--- src/rtl/uart_boot_pkg.sv ---
// Shared types and constants for the UART boot loader: FSM state encodings,
// the image magic word and the autobaud/timeout constants.
package uart_boot_pkg;

  typedef enum logic [2:0] {
    BAUD, SKIP, MAGIC, LEN, DATA, WRITE, DONE, ERR
  } boot_state_t;

  typedef enum logic [1:0] {
    RX_IDLE, RX_START, RX_DATA, RX_STOP
  } rx_phase_t;

  localparam logic [31:0] MAGIC_WORD   = 32'h4341_4645;  // "CAFE"
  localparam int          MIN_PERIOD   = 8;
  localparam int          TIMEOUT_MULT = 64;

endpackage

--- src/rtl/uart_boot_loader_if.sv ---
// Memory write port of the boot loader. mem_we is "valid", mem_ack is "ready":
// a word transfers on a rising edge where both are high, and while mem_we is
// high without mem_ack the master holds mem_addr/mem_wdata/mem_we stable.
interface uart_boot_loader_if #(
    parameter int ADDR_W = 32
);
    logic [ADDR_W-1:0] mem_addr;
    logic [31:0]       mem_wdata;
    logic              mem_we;
    logic              mem_ack;

    modport master (output mem_addr, mem_wdata, mem_we, input mem_ack);
    modport slave  (input mem_addr, mem_wdata, mem_we, output mem_ack);
endinterface

--- src/rtl/uart_rx_byte.sv ---
// 8N1 byte receiver timed by a measured bit period: samples start at P/2,
// data bits every P after that, then the stop bit.
module uart_rx_byte
    import uart_boot_pkg::*;
#(
    parameter int CNT_W = 16
) (
    input  logic             clock,
    input  logic             reset,
    input  logic             en,
    input  logic             rx,
    input  logic [CNT_W-1:0] period,
    output logic [7:0]       data,
    output logic             valid,
    output logic             frame_err,
    output rx_phase_t        phase
);

    logic [CNT_W-1:0] cnt;
    logic [2:0]       bit_idx;
    logic [CNT_W-1:0] half;

    assign half = period >> 1;

    always_ff @(posedge clock or negedge reset) begin
        if (!reset) begin
            phase     <= RX_IDLE;
            cnt       <= '0;
            bit_idx   <= '0;
            data      <= '0;
            valid     <= 1'b0;
            frame_err <= 1'b0;
        end else begin
            valid     <= 1'b0;
            frame_err <= 1'b0;
            if (!en) begin
                phase <= RX_IDLE;
            end else begin
                case (phase)
                    RX_IDLE: begin
                        if (!rx) begin
                            phase <= RX_START;
                            cnt   <= {{(CNT_W-1){1'b0}}, 1'b1};
                        end
                    end
                    RX_START: begin
                        // A start bit that is high again at mid-bit was a glitch.
                        if (cnt == half) begin
                            phase   <= rx ? RX_IDLE : RX_DATA;
                            bit_idx <= '0;
                            cnt     <= {{(CNT_W-1){1'b0}}, 1'b1};
                        end else begin
                            cnt <= cnt + 1'b1;
                        end
                    end
                    RX_DATA: begin
                        if (cnt == period) begin
                            data    <= {rx, data[7:1]};
                            bit_idx <= bit_idx + 1'b1;
                            cnt     <= {{(CNT_W-1){1'b0}}, 1'b1};
                            if (bit_idx == 3'd7) phase <= RX_STOP;
                        end else begin
                            cnt <= cnt + 1'b1;
                        end
                    end
                    RX_STOP: begin
                        if (cnt == period) begin
                            valid     <= rx;
                            frame_err <= !rx;
                            phase     <= RX_IDLE;
                        end else begin
                            cnt <= cnt + 1'b1;
                        end
                    end
                    default: phase <= RX_IDLE;
                endcase
            end
        end
    end

endmodule

--- src/rtl/uart_boot_loader.sv ---
// UART boot loader: autobauds on a 0xFF frame, checks the magic word, takes a
// word count and writes the image to memory while holding the core in reset.
// Define UART_BOOT_TIMEOUT_EN to add an idle-line timeout during the load.
module uart_boot_loader
    import uart_boot_pkg::*;
#(
    parameter int                CNT_W     = 16,
    parameter int                ADDR_W    = 32,
    parameter logic [ADDR_W-1:0] BASE_ADDR = '0,
    parameter int                MAX_WORDS = 4096
) (
    input  logic               clock,
    input  logic               reset,
    input  logic               uart_rx,
    uart_boot_loader_if.master mem,
    output logic               core_hold,
    output logic               boot_done,
    output logic               boot_err,
    output boot_state_t        dbg_state,
    output rx_phase_t          dbg_rx_phase,
    output logic [CNT_W-1:0]   dbg_period
);

    logic              rx_s1, rx_s2, rx_d;
    boot_state_t       state;
    logic [CNT_W-1:0]  period, tmr;
    logic              measuring;
    logic [2:0]        skip_bits;
    logic [1:0]        byte_cnt;
    logic [23:0]       shift;
    logic [31:0]       n_words, word_idx, buf_word, wdata_q;
    logic              buf_full, we_q;
    logic [ADDR_W-1:0] addr_q;
    logic [7:0]        byte_data;
    logic              byte_valid, frame_err, rx_en, word_done;
    logic [31:0]       word;
    rx_phase_t         rx_phase;

`ifdef UART_BOOT_TIMEOUT_EN
    logic [CNT_W+5:0]  idle_cnt, timeout_limit;
    assign timeout_limit = (CNT_W+6)'(TIMEOUT_MULT) * {6'd0, period};
`endif

    assign rx_en     = state inside {MAGIC, LEN, DATA, WRITE};
    assign word_done = byte_valid && (byte_cnt == 2'd3);
    assign word      = {shift, byte_data};

    assign mem.mem_addr  = addr_q;
    assign mem.mem_wdata = wdata_q;
    assign mem.mem_we    = we_q;
    assign dbg_state     = state;
    assign dbg_rx_phase  = rx_phase;
    assign dbg_period    = period;

    always_ff @(posedge clock or negedge reset) begin
        if (!reset) begin
            rx_s1 <= 1'b1;
            rx_s2 <= 1'b1;
            rx_d  <= 1'b1;
        end else begin
            rx_s1 <= uart_rx;
            rx_s2 <= rx_s1;
            rx_d  <= rx_s2;
        end
    end

    uart_rx_byte #(.CNT_W(CNT_W)) u_rx (
        .clock     (clock),
        .reset     (reset),
        .en        (rx_en),
        .rx        (rx_s2),
        .period    (period),
        .data      (byte_data),
        .valid     (byte_valid),
        .frame_err (frame_err),
        .phase     (rx_phase)
    );

    always_ff @(posedge clock or negedge reset) begin
        if (!reset) begin
            state     <= BAUD;
            period    <= '0;
            tmr       <= '0;
            measuring <= 1'b0;
            skip_bits <= '0;
            byte_cnt  <= '0;
            shift     <= '0;
            n_words   <= '0;
            word_idx  <= '0;
            buf_full  <= 1'b0;
            buf_word  <= '0;
            we_q      <= 1'b0;
            addr_q    <= BASE_ADDR;
            wdata_q   <= '0;
            core_hold <= 1'b1;
            boot_done <= 1'b0;
            boot_err  <= 1'b0;
`ifdef UART_BOOT_TIMEOUT_EN
            idle_cnt  <= '0;
`endif
        end else begin
            if (byte_valid) begin
                shift    <= {shift[15:0], byte_data};
                byte_cnt <= byte_cnt + 1'b1;
            end
            if (frame_err) begin
                state    <= ERR;
                boot_err <= 1'b1;
                we_q     <= 1'b0;
            end else begin
                case (state)
                    BAUD: begin
                        // Width of the 0xFF start bit is the bit period.
                        if (!measuring) begin
                            if (rx_d && !rx_s2) begin
                                measuring <= 1'b1;
                                tmr       <= {{(CNT_W-1){1'b0}}, 1'b1};
                            end
                        end else if (!rx_s2) begin
                            if (tmr != '1) tmr <= tmr + 1'b1;
                        end else begin
                            measuring <= 1'b0;
                            if (tmr >= CNT_W'(MIN_PERIOD) && tmr != '1) begin
                                period    <= tmr;
                                tmr       <= {{(CNT_W-1){1'b0}}, 1'b1};
                                skip_bits <= '0;
                                state     <= SKIP;
                            end
                        end
                    end
                    SKIP: begin
                        // Let the 8 high data bits pass; we leave inside the stop bit.
                        if (tmr == period) begin
                            tmr       <= {{(CNT_W-1){1'b0}}, 1'b1};
                            skip_bits <= skip_bits + 1'b1;
                            if (skip_bits == 3'd7) state <= MAGIC;
                        end else begin
                            tmr <= tmr + 1'b1;
                        end
                    end
                    MAGIC: begin
                        if (word_done) begin
                            if (word == MAGIC_WORD) begin
                                state <= LEN;
                            end else begin
                                state    <= ERR;
                                boot_err <= 1'b1;
                            end
                        end
                    end
                    LEN: begin
                        if (word_done) begin
                            if (word == '0) begin
                                state     <= DONE;
                                boot_done <= 1'b1;
                                core_hold <= 1'b0;
                            end else if (word > 32'(MAX_WORDS)) begin
                                state    <= ERR;
                                boot_err <= 1'b1;
                            end else begin
                                n_words <= word;
                                state   <= DATA;
                            end
                        end
                    end
                    DATA: begin
                        // A buffered word goes first; a word landing the same cycle refills the buffer.
                        if (buf_full || word_done) begin
                            we_q     <= 1'b1;
                            addr_q   <= BASE_ADDR + ADDR_W'({word_idx, 2'b00});
                            wdata_q  <= buf_full ? buf_word : word;
                            buf_full <= buf_full && word_done;
                            buf_word <= word;
                            state    <= WRITE;
                        end
                    end
                    WRITE: begin
                        if (word_done) begin
                            buf_full <= 1'b1;
                            buf_word <= word;
                        end
                        if (word_done && buf_full) begin
                            state    <= ERR;
                            boot_err <= 1'b1;
                            we_q     <= 1'b0;
                        end else if (mem.mem_ack) begin
                            we_q     <= 1'b0;
                            word_idx <= word_idx + 32'd1;
                            if (word_idx + 32'd1 == n_words) begin
                                state     <= DONE;
                                boot_done <= 1'b1;
                                core_hold <= 1'b0;
                            end else begin
                                state <= DATA;
                            end
                        end
                    end
                    default: ;
                endcase
`ifdef UART_BOOT_TIMEOUT_EN
                if (state inside {SKIP, MAGIC, LEN, DATA} && rx_phase == RX_IDLE) begin
                    if (idle_cnt >= timeout_limit) begin
                        state    <= ERR;
                        boot_err <= 1'b1;
                        we_q     <= 1'b0;
                    end else begin
                        idle_cnt <= idle_cnt + 1'b1;
                    end
                end else begin
                    idle_cnt <= '0;
                end
`endif
            end
        end
    end

endmodule
--- src/flat_wrapper.sv ---
// flat-port wrapper written by rule: the top's interface ports become plain ports
module uart_boot_loader_flat import uart_boot_pkg::*;
#(
    parameter int                CNT_W     = 16,
    parameter int                ADDR_W    = 32,
    parameter logic [ADDR_W-1:0] BASE_ADDR = '0,
    parameter int                MAX_WORDS = 4096
)
  (clock, reset, uart_rx, core_hold, boot_done, boot_err, dbg_state, dbg_rx_phase, dbg_period, mem_mem_addr, mem_mem_wdata, mem_mem_we, mem_mem_ack);
  uart_boot_loader_if #(.ADDR_W(ADDR_W)) mem_i ();
  input  logic clock;
  input  logic reset;
  input  logic uart_rx;
  output logic core_hold;
  output logic boot_done;
  output logic boot_err;
  output boot_state_t dbg_state;
  output rx_phase_t dbg_rx_phase;
  output logic [CNT_W-1:0] dbg_period;
  output wire logic [$bits(mem_i.mem_addr)-1:0] mem_mem_addr;
  output wire logic [$bits(mem_i.mem_wdata)-1:0] mem_mem_wdata;
  output wire logic [$bits(mem_i.mem_we)-1:0] mem_mem_we;
  input wire logic [$bits(mem_i.mem_ack)-1:0] mem_mem_ack;
  assign mem_mem_addr = mem_i.mem_addr;
  assign mem_mem_wdata = mem_i.mem_wdata;
  assign mem_mem_we = mem_i.mem_we;
  assign mem_i.mem_ack = mem_mem_ack;
  uart_boot_loader #(.CNT_W(CNT_W), .ADDR_W(ADDR_W), .BASE_ADDR(BASE_ADDR), .MAX_WORDS(MAX_WORDS)) u_core (.clock(clock), .reset(reset), .uart_rx(uart_rx), .mem(mem_i), .core_hold(core_hold), .boot_done(boot_done), .boot_err(boot_err), .dbg_state(dbg_state), .dbg_rx_phase(dbg_rx_phase), .dbg_period(dbg_period));
endmodule
--- config.mk ---
export PLATFORM = sky130hd
export DESIGN_NAME = uart_boot_loader_flat
export DESIGN_NICKNAME = d
export VERILOG_FILES = /design/src/rtl/uart_boot_pkg.sv /design/src/rtl/uart_boot_loader_if.sv /design/src/rtl/uart_rx_byte.sv /design/src/rtl/uart_boot_loader.sv /design/src/flat_wrapper.sv
export SDC_FILE = /design/constraint.sdc
export NUM_CORES = 1
export LEC_CHECK = 0
export CORE_AREA = 2 2 213 215
export DETAILED_ROUTE_END_ITERATION = 8
export DIE_AREA = 0 0 215 217
export SLEW_MARGIN = 40
export SYNTH_ARGS = -nofsm -noshare
export SYNTH_HDL_FRONTEND = slang
export SYNTH_SLANG_ARGS = --single-unit
--- constraint.sdc ---
create_clock -name clock -period 4.2 [get_ports clock]
set_clock_uncertainty 0.05 [all_clocks]
set_input_delay 0.84 -clock clock [delete_from_list [all_inputs] [get_ports clock]]
set_output_delay 0.84 -clock clock [all_outputs]
set_load 0.05 [all_outputs]
==> results_dict.tcl <==
set metrics [dict create \
    worstSetupStartpointType "flop" \
    start_util_pct 29.5 \
    cts_tree "yes" \
    synth_compound_area_share_pct 8.07 \
    dp_hpwl_mm 22.9 \
    numCtsBuffers 28 \
    totalWireLength_mm 32.7 \
    cellPowerDensity_nw_per_um2 329 \
    path_buf_inv 1 \
    path_clk_slew_ns 0.06 \
    area_growth_pct 18.8 \
    grt_max_degree 99 \
    clock.fmax_mhz 302 \
    synth_ff_type "dfrtp_1" \
    cts_sinks 262 \
    synth_area_per_cell_um2 10.8 \
    synth.distinct_cells 73 \
    coreArea_um2 44700 \
    antenna_cells 0 \
    synth-edff-count 0 \
    setup_tns_ns 0 \
    antenna_found_initial 1 \
    endpoint_kind "output pin" \
    vias 9381 \
    finalCritPeriodShare_pct 78.9 \
    synth-adder-area-share_pct 1.61 \
    arrival_ns 2.42 \
    maxCapViolCount 0 \
    setup_viol 0 \
    slowest_stage "clkdlybuf4s50_1" \
    die_x_um 215 \
    finalMaxSlewViolations 0 \
    grt_pass1_vias 9578 \
    drtPass1Iterations 5 \
    max-vdd-ir-drop_v 0.000308 \
    drt-initial-drc-count 571 \
    syn_inst 1226 \
    setup_ws_ns 0.887 \
    die-area_um2 46700 \
    viasPerCell 4.94 \
    synth_warnings 0 \
    wire_per_inst_um 17.2 \
    drive_gt1_share_pct 15.9 \
    port_buffers 90 \
    nets 1299 \
    critPathMaxFanout 23 \
    pin_count 93 \
    synth_top_family_by_area "simple AND/OR/NAND/NOR gates" \
    syn-cell-area_um2 13200 \
    fin_crit_ns 3.31 \
    dpl_worst_slack_ns 1.08 \
    ctsResizeCount 0 \
    clk_path_buf_depth 3 \
    worstSkewPairLatency_ns 0.56 \
    power_w 0.00517 \
    max_slew_margin_pct 46.8 \
    ys_seq_area_share_pct 49.7 \
    h-tree-depth 1 \
    finalHoldViolCount 0 \
    synthArstFlopShare_pct 100 \
    synth-simple-area-share_pct 16.3 \
    postCtsSetupBuffers 0 \
    crit_chain "clkdlybuf4s50_1" \
    hp-class "primary input to async pin" \
    status "finished, final reports clean" \
    path_delay_family "buffers and inverters" \
    place.gp.congestion 0.842 \
    grt-ovfl-total 0 \
    cts-root-buf "clkbuf_16" \
    synth_seq_cells 262 \
    synth_xor_area_share_pct 8.43 \
    drc 0 \
    grt_pass1_wl_mm 53.8 \
    cp.required_ns 3.31 \
    synthMuxAreaShare_pct 12.7 \
    r2r_setup_slack_ns 1.07 \
    worst_pin_slew_ns 0.795 \
    cts_hold_buffers 0 \
    critPathKind "flop to output pin" \
    critPathMaxStageDelay_ns 1.00 \
    rsz0062_at_grt "no" \
    postRouteAntennaNets 0 \
    grt_usage_pct 14.1 \
    p_leak_nw 7.03 \
    num_rows 78 \
    die_h_um 217 \
]
sequential cells by signal, summed over array words and instances (netlist names), 2 cells and up:
register and flops:
u_core.byte_cnt 2, u_core.u_rx.bit_idx 3, u_core.skip_bits 3, u_core.u_rx.cnt 16, u_core.buf_word 32, u_core.word_idx 32, u_core.tmr 16, u_core.mem.mem_addr 30
u_core.mem.mem_wdata 32, u_core.shift 24, u_core.dbg_period 16, u_core.u_rx.data 8, u_core.dbg_state 3, u_core.n_words 32, u_core.u_rx.phase 2
routing by layer:
metal / GRT usage, % / routed length, um
met5: 0 / 13
met4: 3.54 / 704
met3: 2.35 / 1160
met2: 21.9 / 14800
met1: 20.5 / 16000
cell type report:
type,instances,area [um2]
clock inverter,12,158
clock buffer,40,806
inverter,17,63.8
timing repair buffer,105,1100
fill,4486,29000
tap,600,751
sequential,262,6570
multi-input combinational,864,6240
cell usage after synthesis, types with 3 or more instances:
master | count | share of area, %
dfrtp_1 | 258 | 49
mux2_2 | 118 | 10
nand2_1 | 105 | 3.0
o21ai_0 | 79 | 3.0
xnor2_1 | 65 | 4.3
nor2_1 | 63 | 1.8
xor2_1 | 62 | 4.1
clkbuf_1 | 53 | 1.5
nand3_1 | 41 | 1.6
mux2i_1 | 35 | 2.7
nor4_1 | 34 | 1.6
nand4_1 | 33 | 1.6
nor2b_1 | 33 | 1.6
nor3_1 | 21 | 0.80
a21oi_1 | 19 | 0.72
buf_2 | 18 | 0.68
ha_1 | 17 | 1.6
inv_1 | 17 | 0.48
and3_1 | 15 | 0.71
a22o_1 | 10 | 0.66
buf_1 | 8 | 0.23
or3_1 | 8 | 0.38
and4_1 | 7 | 0.46
a31oi_1 | 6 | 0.28
nand2b_1 | 6 | 0.28
o31ai_1 | 6 | 0.34
a311oi_1 | 5 | 0.33
and2_1 | 5 | 0.24
nand3b_1 | 5 | 0.28
buf_4 | 4 | 0.23
dfstp_2 | 4 | 0.80
nor3b_1 | 4 | 0.23
a211o_1 | 3 | 0.20
nor4b_1 | 3 | 0.20
o22ai_1 | 3 | 0.14
or4_1 | 3 | 0.17
power breakdown:
| part | internal (W) | switching, W | leakage, nW | total (W) |
|---|---|---|---|---|
| combinational | 0.0000133 | 0.0000566 | 2.96 | 0.0000699 |
| sequential | 0.00253 | 0.00000181 | 3.61 | 0.00253 |
| clock | 0.00152 | 0.00105 | 0.465 | 0.00257 |
worst paths after layout:
path	from	to	cells past startpoint
worst max-delay path	u_core.dbg_state[0]	dbg_state[0]	1
worst min-delay path	reset	u_core.u_rx.cnt[14]	1
worst max register to register	u_core.word_idx[4]	u_core.dbg_state[1]	7
worst min register to register	u_core.rx_s1	u_core.rx_s2	0
max in group asynchronous	reset	u_core.buf_word[12]	3
min in group clock	u_core.rx_s1	u_core.rx_s2	0
placed cells by master (no fill, tap or decap), types with 7 or more instances in the layout:
cell type / Yosys / layout
xor2_1: 62 / 62
nand2_1: 105 / 105
nand4_1: 33 / 33
xnor2_1: 65 / 65
or3_1: 8 / 7
ha_1: 17 / 17
nor2b_1: 33 / 33
o21ai_0: 79 / 79
clkbuf_16: 0 / 28
and3_1: 15 / 15
a21oi_1: 19 / 19
buf_4: 4 / 8
nor4_1: 34 / 34
and4_1: 7 / 7
clkdlybuf4s50_1: 0 / 89
mux2i_1: 35 / 35
nor2_1: 63 / 61
a22o_1: 10 / 10
dfrtp_1: 258 / 257
nand3_1: 41 / 41
inv_1: 17 / 17
nor3_1: 21 / 21
mux2_2: 118 / 118
stage by stage:
step           std cells  utilization (%)  hold WS, ns  instance area [um2]
2_1_floorplan       1227                -        0.295                13200
3_3_place_gp        1844             32.8        0.299                14600
3_5_place_dp        1846             32.8        0.297                14700
4_1_cts             1898             35.0        0.271                15600
5_1_grt             1900             35.1       0.0878                15700
6_report            1900             35.1       0.0964                15700
kinds of logic after synthesis:
group,Yosys count
xor gates and xnor gates,127
and+or+nand+nor,404
DFF,262
AOI/OAI and AO/OA,161
other,1
muxes,153
adders and majority gates,17
buffers and inverters,101
(Power assumes the default switching activity.)
